==> config.mk <==
export PLATFORM = sky130hd
export DESIGN_NAME = miriscv_mdu_seq
export DESIGN_NICKNAME = d
export VERILOG_FILES = /design/src/rtl/miriscv_comdecode_pkg.sv /design/src/rtl/miriscv_div_step.sv /design/src/rtl/miriscv_mdu_seq.sv
export SDC_FILE = /design/constraint.sdc
export NUM_CORES = 2
export LEC_CHECK = 0
export ABC_AREA = 1
export ABC_CLOCK_PERIOD_IN_PS = 2900
export CAP_MARGIN = 30
export CORE_MARGIN = 4
export CORE_UTILIZATION = 60
export CTS_CLUSTER_SIZE = 25
export DETAILED_ROUTE_END_ITERATION = 8
export HOLD_SLACK_MARGIN = 0.02
export PLACE_DENSITY = 0.87
export REMOVE_ABC_BUFFERS = 1
export SETUP_SLACK_MARGIN = 0.05
export SYNTH_ARGS = -nofsm -noshare
export SYNTH_HDL_FRONTEND = slang
export SYNTH_SLANG_ARGS = --single-unit
==> constraint.sdc <==
create_clock -name clk_i -period 2.9 [get_ports clk_i]
set_input_delay 0.29 -clock clk_i [delete_from_list [all_inputs] [get_ports clk_i]]
set_output_delay 0.29 -clock clk_i [all_outputs]
set_load 0.01 [all_outputs]
==> src/rtl/miriscv_comdecode_pkg.sv <==
// Shared decode types for the M-extension unit: operation codes, MDU FSM states, divider step count.
package miriscv_comdecode_pkg;

    localparam int         MDU_DIV_STEPS = 32;
    localparam logic [6:0] FUNCT7_MULDIV = 7'b0000001;

    // {funct3, funct7}
    typedef enum logic [9:0] {
        ALU_ADD    = {3'b000, 7'b0000000},
        ALU_SUB    = {3'b000, 7'b0100000},
        ALU_MUL    = {3'b000, 7'b0000001},
        ALU_MULH   = {3'b001, 7'b0000001},
        ALU_MULHSU = {3'b010, 7'b0000001},
        ALU_MULHU  = {3'b011, 7'b0000001},
        ALU_DIV    = {3'b100, 7'b0000001},
        ALU_DIVU   = {3'b101, 7'b0000001},
        ALU_REM    = {3'b110, 7'b0000001},
        ALU_REMU   = {3'b111, 7'b0000001}
    } alu_op_t;

    typedef enum logic [1:0] {
        IDLE,
        DIV,
        FIX,
        DONE
    } mdu_state_t;

endpackage

==> src/rtl/miriscv_div_step.sv <==
// One combinational restoring shift-subtract divider step on {remainder, quotient, divisor}.
// Zero latency; no handshake.
module miriscv_div_step #(
    parameter int XLEN = 32
) (
    input  logic [XLEN-1:0] rem_i,
    input  logic [XLEN-1:0] quo_i,
    input  logic [XLEN-1:0] dvs_i,
    output logic [XLEN-1:0] rem_o,
    output logic [XLEN-1:0] quo_o
);

    logic [XLEN:0] shifted;
    logic [XLEN:0] diff;

    // rem < dvs holds between steps, so the top bit of diff is a clean borrow
    assign shifted = {rem_i, quo_i[XLEN-1]};
    assign diff    = shifted - {1'b0, dvs_i};
    assign quo_o   = {quo_i[XLEN-2:0], ~diff[XLEN]};
    assign rem_o   = diff[XLEN] ? shifted[XLEN-1:0] : diff[XLEN-1:0];

endmodule

==> src/rtl/miriscv_mdu_seq.sv <==
// Sequential RV32 M-extension unit: multiply 1 cycle, divide 34 cycles; kill_i aborts, no backpressure.
// MIRISCV_MDU_EARLY_OUT_EN: divide-by-zero / signed overflow finish in 1 cycle.
module miriscv_mdu_seq
    import miriscv_comdecode_pkg::*;
#(
    parameter int XLEN = 32
) (
    input  logic            clk_i,
    input  logic            arstn_i,
    input  logic            req_i,
    input  alu_op_t         op_i,
    input  logic [XLEN-1:0] opa_i,
    input  logic [XLEN-1:0] opb_i,
    input  logic            kill_i,
    output logic            busy_o,
    output logic            valid_o,
    output logic [XLEN-1:0] result_o
);

    mdu_state_t      state_q;
    logic [4:0]      cnt_q;
    logic [XLEN-1:0] rem_q, quo_q, dvs_q, res_q, out_q;
    logic            is_rem_q, qneg_q, rneg_q;
    logic [XLEN-1:0] rem_d, quo_d;

    logic [2:0]        funct3;
    logic              accept, div_sgn, opa_neg, opb_neg, a_sgn, b_sgn;
    logic [XLEN-1:0]   opa_mag, opb_mag;
    logic [2*XLEN-1:0] mul_a, mul_b, mul_p;

    assign funct3  = op_i[9:7];
    assign accept  = (state_q == IDLE) && req_i && !kill_i && (op_i[6:0] == FUNCT7_MULDIV);

    // A modulo-2^64 product of the sign/zero-extended operands equals the low 64 bits of the 33x33 signed product
    assign a_sgn   = (funct3[1:0] != 2'b11);
    assign b_sgn   = !funct3[1];
    assign mul_a   = {{XLEN{a_sgn & opa_i[XLEN-1]}}, opa_i};
    assign mul_b   = {{XLEN{b_sgn & opb_i[XLEN-1]}}, opb_i};
    assign mul_p   = mul_a * mul_b;

    assign div_sgn = !funct3[0];
    assign opa_neg = div_sgn & opa_i[XLEN-1];
    assign opb_neg = div_sgn & opb_i[XLEN-1];
    assign opa_mag = opa_neg ? -opa_i : opa_i;
    assign opb_mag = opb_neg ? -opb_i : opb_i;

`ifdef MIRISCV_MDU_EARLY_OUT_EN
    logic            div_zero, div_ovf;
    logic [XLEN-1:0] early_res;
    assign div_zero  = (opb_i == '0);
    assign div_ovf   = div_sgn && (opa_i == {1'b1, {(XLEN-1){1'b0}}}) && (opb_i == '1);
    assign early_res = div_zero ? (funct3[1] ? opa_i : '1) : (funct3[1] ? '0 : opa_i);
`endif

    miriscv_div_step #(.XLEN(XLEN)) u_div_step (
        .rem_i (rem_q),
        .quo_i (quo_q),
        .dvs_i (dvs_q),
        .rem_o (rem_d),
        .quo_o (quo_d)
    );

    always_ff @(posedge clk_i or negedge arstn_i) begin
        if (!arstn_i) begin
            state_q  <= IDLE;
            cnt_q    <= '0;
            rem_q    <= '0;
            quo_q    <= '0;
            dvs_q    <= '0;
            res_q    <= '0;
            out_q    <= '0;
            is_rem_q <= 1'b0;
            qneg_q   <= 1'b0;
            rneg_q   <= 1'b0;
        end else if (kill_i && (state_q != IDLE)) begin
            state_q <= IDLE;
        end else begin
            case (state_q)
                IDLE: if (accept) begin
                    is_rem_q <= funct3[1];
                    if (!funct3[2]) begin
                        res_q   <= (funct3[1:0] == 2'b00) ? mul_p[XLEN-1:0] : mul_p[2*XLEN-1:XLEN];
                        state_q <= DONE;
`ifdef MIRISCV_MDU_EARLY_OUT_EN
                    end else if (div_zero || div_ovf) begin
                        res_q   <= early_res;
                        state_q <= DONE;
`endif
                    end else begin
                        rem_q   <= '0;
                        quo_q   <= opa_mag;
                        dvs_q   <= opb_mag;
                        qneg_q  <= opa_neg ^ opb_neg;
                        rneg_q  <= opa_neg;
                        cnt_q   <= 5'(MDU_DIV_STEPS - 1);
                        state_q <= DIV;
                    end
                end
                DIV: begin
                    rem_q <= rem_d;
                    quo_q <= quo_d;
                    if (cnt_q == '0) state_q <= FIX;
                    else             cnt_q   <= cnt_q - 5'd1;
                end
                FIX: begin
                    // A zero divisor leaves rem = |opa|, so only the quotient needs overriding
                    if (is_rem_q)           res_q <= rneg_q ? -rem_q : rem_q;
                    else if (dvs_q == '0)   res_q <= '1;
                    else                    res_q <= qneg_q ? -quo_q : quo_q;
                    state_q <= DONE;
                end
                DONE: begin
                    out_q   <= res_q;
                    state_q <= IDLE;
                end
                default: state_q <= IDLE;
            endcase
        end
    end

    assign busy_o   = (state_q != IDLE);
    assign valid_o  = (state_q == DONE) && !kill_i;
    assign result_o = valid_o ? res_q : out_q;

endmodule

==> results.md, run 1 <==
- Number of rows created at floorplan: 110
- Leading register cell type out of synthesis: sky130_fd_sc_hd__dfrtp_1
- Number of placed cells counting well taps: 9126
- Synth async-reset ratio: 1.000
- Ports: 112
- Count of mapped cells out of synthesis: 7458
- Synthesized cell area: approximately 0.054 mm2
- Dominant cell type by area after synthesis: sky130_fd_sc_hd__fa_1
- Number of buffers on the longest clock path: 2
- Result of the run: stopped before the end
- Yosys reg bits: 170
- Total global routing overflow: 15
- Number of H-tree levels: 4
- Endpoint pin with the least setup slack after global-route repair: res_q[22]$_DFFE_PN0P_/D
- Number of buffer cells added on primary ports: 111
- Number of warnings reported in the yosys synthesis log: 0
- Effective utilization at floorplan: 0.6043
- Fraction of post-synthesis cell area in the top cell type by area: 0.4144
- Number of buffers inserted during clock tree synthesis: 17
- Distinct cell type count of the synthesized netlist: 53
- Post-synth EDFFs: 0
- Routability congestion estimate from global placement: 1.024
- Combined global-route utilization of all metal layers: 0.5868
- Leading post-synthesis cells by cell area: sky130_fd_sc_hd__fa_1, sky130_fd_sc_hd__nand2_1, sky130_fd_sc_hd__inv_1
- Half-perimeter wire length after detailed placement: 165400 um
- Width of the chip: 309.1 um
- Clk root buf: sky130_fd_sc_hd__clkbuf_16
- Type of pin the worst path ends at: sequential cell input
- Post-synthesis average cell area: between 7 and 8 um2
- Share of the yosys chip area belonging to registers: 0.07821
- Die H: 309.1 um
- Largest net degree at the start of global routing: 67
- Error: [ERROR GRT-0232] Routing congestion too high. Check the congestion heatmap in the GUI.
- Halt point of the flow: global routing (5_1_grt)
- Sink Count: 170
## repair_timing
item | in CTS
buffers inserted | 105
pin swaps | 354
gates resized for setup | 890
hold buffers | 1
endpoints found under the setup margin | 61
endpoints found under the hold margin | 63
gates cloned | 26
## stage by stage
stage | instance area (um2) | util | hold slack (ps) | setup slack [ps]
3_5_place_dp | 62040 | 0.6892 | 386.0 | -5423
3_3_place_gp | 62040 | 0.6892 | 380.5 | -5270
2_1_floorplan | 53040 | - | -5.591 | -4565
4_1_cts | 66780 | 0.7419 | 167.1 | -3779
## cell usage after synthesis (all sizes together) (34+ instances only)
| library cell | n |
|---|---|
| o21ai | 269 |
| inv | 1957 |
| dfrtp | 170 |
| fa | 1126 |
| nor3 | 34 |
| xor2 | 62 |
| buf | 121 |
| clkbuf | 218 |
| nand2 | 2153 |
| nand4 | 48 |
| ha | 254 |
| a21oi | 178 |
| nor2 | 412 |
| nand3 | 291 |
## layer usage
metal,track usage,overflow
met1,0.6316,0
met2,0.7844,8
met3,0.3547,1
met4,0.5239,6
met5,0.1905,0
## kinds of logic after synthesis
logic type / after synthesis / share of synthesized area
xor+xnor: 88 / 0.01417
compound gates: 543 / 0.05505
buf+inv: 2300 / 0.1603
simple gates: 2977 / 0.2194
fa+ha+maj: 1380 / 0.4728
flops: 170 / 0.07821
==> run 2: changes to the inputs <==
Settings changed: CORE_UTILIZATION 60 to 40, CTS_CLUSTER_SIZE 25 to default, HOLD_SLACK_MARGIN 0.02 to default, PLACE_DENSITY 0.87 to default, PLACE_DENSITY_LB_ADDON from default to 0.15, SETUP_SLACK_MARGIN 0.05 to default.
==> run 2 against run 1 <==
The flow now finishes, with violations (negative setup slack). Synthesized area did not move. Synthesized cell count did not move.
==> results.md, run 2 <==
- Result of the run: complete, but fails checks
- Violations in the final reports: negative setup slack
- Number of setup violations in the final report: 32
- Yosys reg bits: 170 (unchanged)
- Leading register cell type out of synthesis: sky130_fd_sc_hd__dfrtp_1
- Antenna Violating Nets Remaining: 0
- Critical Path Slowest Stage Cell: sky130_fd_sc_hd__fa_2
- Post-placement setup slack: -5497 ps (-73.97 ps)
- Clock transition time at the flip-flop clock pins of the worst setup and hold paths: 70 ps
- Number of H-tree levels: 4 (unchanged)
- Number of warnings reported in the yosys synthesis log: 0 (unchanged)
- Final Cycle Share: 2.348
- Number of buffers on the longest clock path: 2 (unchanged)
- Effective utilization at floorplan: 0.4020 (-0.2023)
- Fraction of post-synthesis cell area in the top cell type by area: 0.4144 (unchanged)
- Distinct cell type count of the synthesized netlist: 53 (unchanged)
- Detailed-routing iteration count for the pre-antenna-repair pass: 6
- Finished Cell Area: 0.06878 mm2
- Multi-input combinational cell area: 0.04470 mm2
- Combined global-route utilization of all metal layers: 0.2895
- Dominant cell by count in the synthesized netlist: sky130_fd_sc_hd__nand2_1
- Number of buffer cells added on primary ports: 111 (unchanged)
- Number of violations of the max-capacitance limit: 0
- Clock skew after layout: around 21 ps
- Number of remaining DRC errors: 0
- First-pass GRT wire length: 313600 um
- Clock tree from TritonCTS: built
- CP Launch Type: primary input
- Most common library cell in the layout ignoring fill and taps: sky130_fd_sc_hd__nand2_1
- RSZ-0062 raised after global routing: true
- Clock insertion delay at the later pin of the skew report: 490 ps
- CP Data Required Time: 3320 ps
- Overall die area: about 0.14 mm2
- Growth of design area from synthesis to finish: 26.45%
- Synth async-reset ratio: 1.000 (unchanged)
- Routability congestion estimate from global placement: 0.9974 (-2.6%)
- Final sum of negative setup slack: -118040 ps
- Total global routing overflow: 0
- Largest net degree at the start of global routing: 67
- Path depth of the worst reg2reg path: 15
- Most frequent cells after synthesis: sky130_fd_sc_hd__nand2_1, sky130_fd_sc_hd__inv_1, sky130_fd_sc_hd__fa_1
- Wire length reported by the detailed router: 202800 um
- Transition at the pin with the smallest max-transition slack: around 730 ps
- Share of the yosys chip area belonging to registers: 0.07821 (unchanged)
- Count of mapped cells out of synthesis: 7458 (unchanged)
- Worst endpoint data arrival time: 7220 ps
- Initial antenna violation count: 5
- Net count, final: 9547
- Number of buffers inserted during clock tree synthesis: 17 (unchanged)
- Relative max-transition margin: 0.5135
- Vias in the first global route: 51808
- Cell type with the highest occurrence count on the critical path: sky130_fd_sc_hd__fa_1
- Leading post-synthesis cells by cell area: sky130_fd_sc_hd__fa_1, sky130_fd_sc_hd__nand2_1, sky130_fd_sc_hd__inv_1
- Average vias per placed instance: 5.014
- CP endpoint kind: register
- Number of failing hold endpoints at the final stage: 0
- FF/Latch Area: 0.004254 mm2
- Dominant cell type by area after synthesis: sky130_fd_sc_hd__fa_1
- Sink Count: 170 (unchanged)
- Final setup slack of the worst path: -3909 ps
- Hold_sp: op_i[8]
- Critical Path Max Stage Delay: 600 ps
- Hold slack final: 347.7 ps
- Placeable core region: 0.1353 mm2
- Critical path fanouts, max: 5
- Startpoint of the worst-slack reg-to-reg timing path: quo_q[31]$_DFFE_PN0P_
- Worst Hold Depth: 5
- Post-synth EDFFs: 0 (unchanged)
- Endpoint of the worst hold path: is_rem_q$_DFFE_PN0P_
- Starting DRT DRC Count: between 3000 and 4000
- Max-slew violations: 0
- Synthesized cell area: 0.05439 mm2 (unchanged)
- Die H: 376.8 um (+22%)
- Number of fill cells in the layout: 13178
- Total cell area at the placement stage: 0.06237 mm2 (+0.54%)
- Worst reg2reg setup slack: 220 ps
- Layout cell share with drive strength beyond 1: 0.2061
- Minimum clock period: 6809 ps
- Maximum operating frequency: 146.9 MHz
- End of the worst register-to-register path: rem_q[30]$_DFFE_PN0P_
- Width of the chip: 376.8 um (+22%)
- Average detailed-routed wire length per instance: roughly 20 um
- Vias after detailed routing: 49559
- Critical path class: primary input to register
- Post-synthesis average cell area: 7.293 um2 (unchanged)
- Worst hold-check path type: primary input to register
- Half-perimeter wire length after detailed placement: 170100 um (+2.9%)
- Number of rows created at floorplan: 135 (+23%)
- Clk root buf: sky130_fd_sc_hd__clkbuf_16
- Ports: 112 (unchanged)
- Highest-count cells in the layout ignoring fill and taps: sky130_fd_sc_hd__nand2_1, sky130_fd_sc_hd__inv_1, sky130_fd_sc_hd__fa_1
-- run 2: cell counts after synthesis --
No cell type changed its count.
-- run 2: area by class of cell --
type / instances / share of cell area
multi-input cells: 4988 / 0.6499
repair buffers: 951 / 0.1384
inverters: 1961 / 0.1078
flip-flops and latches: 170 / 0.06185
well taps: 1781 / 0.03240
clock buffers: 18 / 0.006385
clock inverters: 13 / 0.003147
diodes: 3 / 0.0001091
-- run 2: worst max-delay path by stage --
stage	from	end	slack, ps	cells past startpoint
after global placement	op_i[8]	res_q[10]$_DFFE_PN0P_	-5500	31
after detailed placement	op_i[8]	res_q[10]$_DFFE_PN0P_	-5500	31
after global routing	opa_i[31]	res_q[30]$_DFFE_PN0P_	-4100	37
after floorplan	op_i[7]	res_q[22]$_DFFE_PN0P_	-4570	31
after CTS	op_i[8]	res_q[30]$_DFFE_PN0P_	-3820	38
final	opa_i[31]	res_q[13]$_DFFE_PN0P_	-3910	35
-- run 2: metal layers --
| metal | GRT usage | vias up | routed length, um |
|---|---|---|---|
| li1 | - | 22864 | - |
| met1 | 0.4013 | 24983 | 88120 |
| met2 | 0.4801 | 1460 | 94960 |
| met3 | 0.03303 | 250 | 11920 |
| met4 | 0.08310 | 2 | 7774 |
| met5 | 0 | - | 11 |
-- run 2: repair_timing --
action / CTS / global route
setup endpoints to repair: 32 / 41
hold endpoints to repair: 55 / 0
gates cloned: 16 / 2
hold buffers: 1 / 0
gates resized for setup: 875 / 353
pin swaps: 385 / 301
setup buffers: 87 / 45
-- run 2: kinds of logic (layout without fill, tap and decap cells) --
family,count (synthesis),in the layout,synth area share
adder cells (fa/ha/maj),1380,1380,0.4728
buffers and inverters,2300,2943,0.1603
AO/OA/AOI/OAI,543,543,0.05505
flip-flops,170,170,0.07821
XOR/XNOR,88,88,0.01417
AND/OR/NAND/NOR,2977,2977,0.2194
other,0,3,0
-- run 2: critical path, delay by kind of cell --
kind | cells | cell delay [ps]
buffers and inverters | 14 | 1270
adders and majority gates | 9 | 4380
AOI/OAI and AO/OA | 1 | 140
and+or+nand+nor | 11 | 1130
-- run 2: per-stage QoR --
step | util | instances
floorplan | - | 7119
global placement | 0.4610 | 9715
detailed placement | 0.4610 | 9715
CTS | 0.4966 | 9839
global route | 0.5083 | 9882
finish | 0.5084 | 9885
Power of run 2 is not shown: default switching activity piles up to over one toggle a cycle in this logic, so the estimate is an artifact.
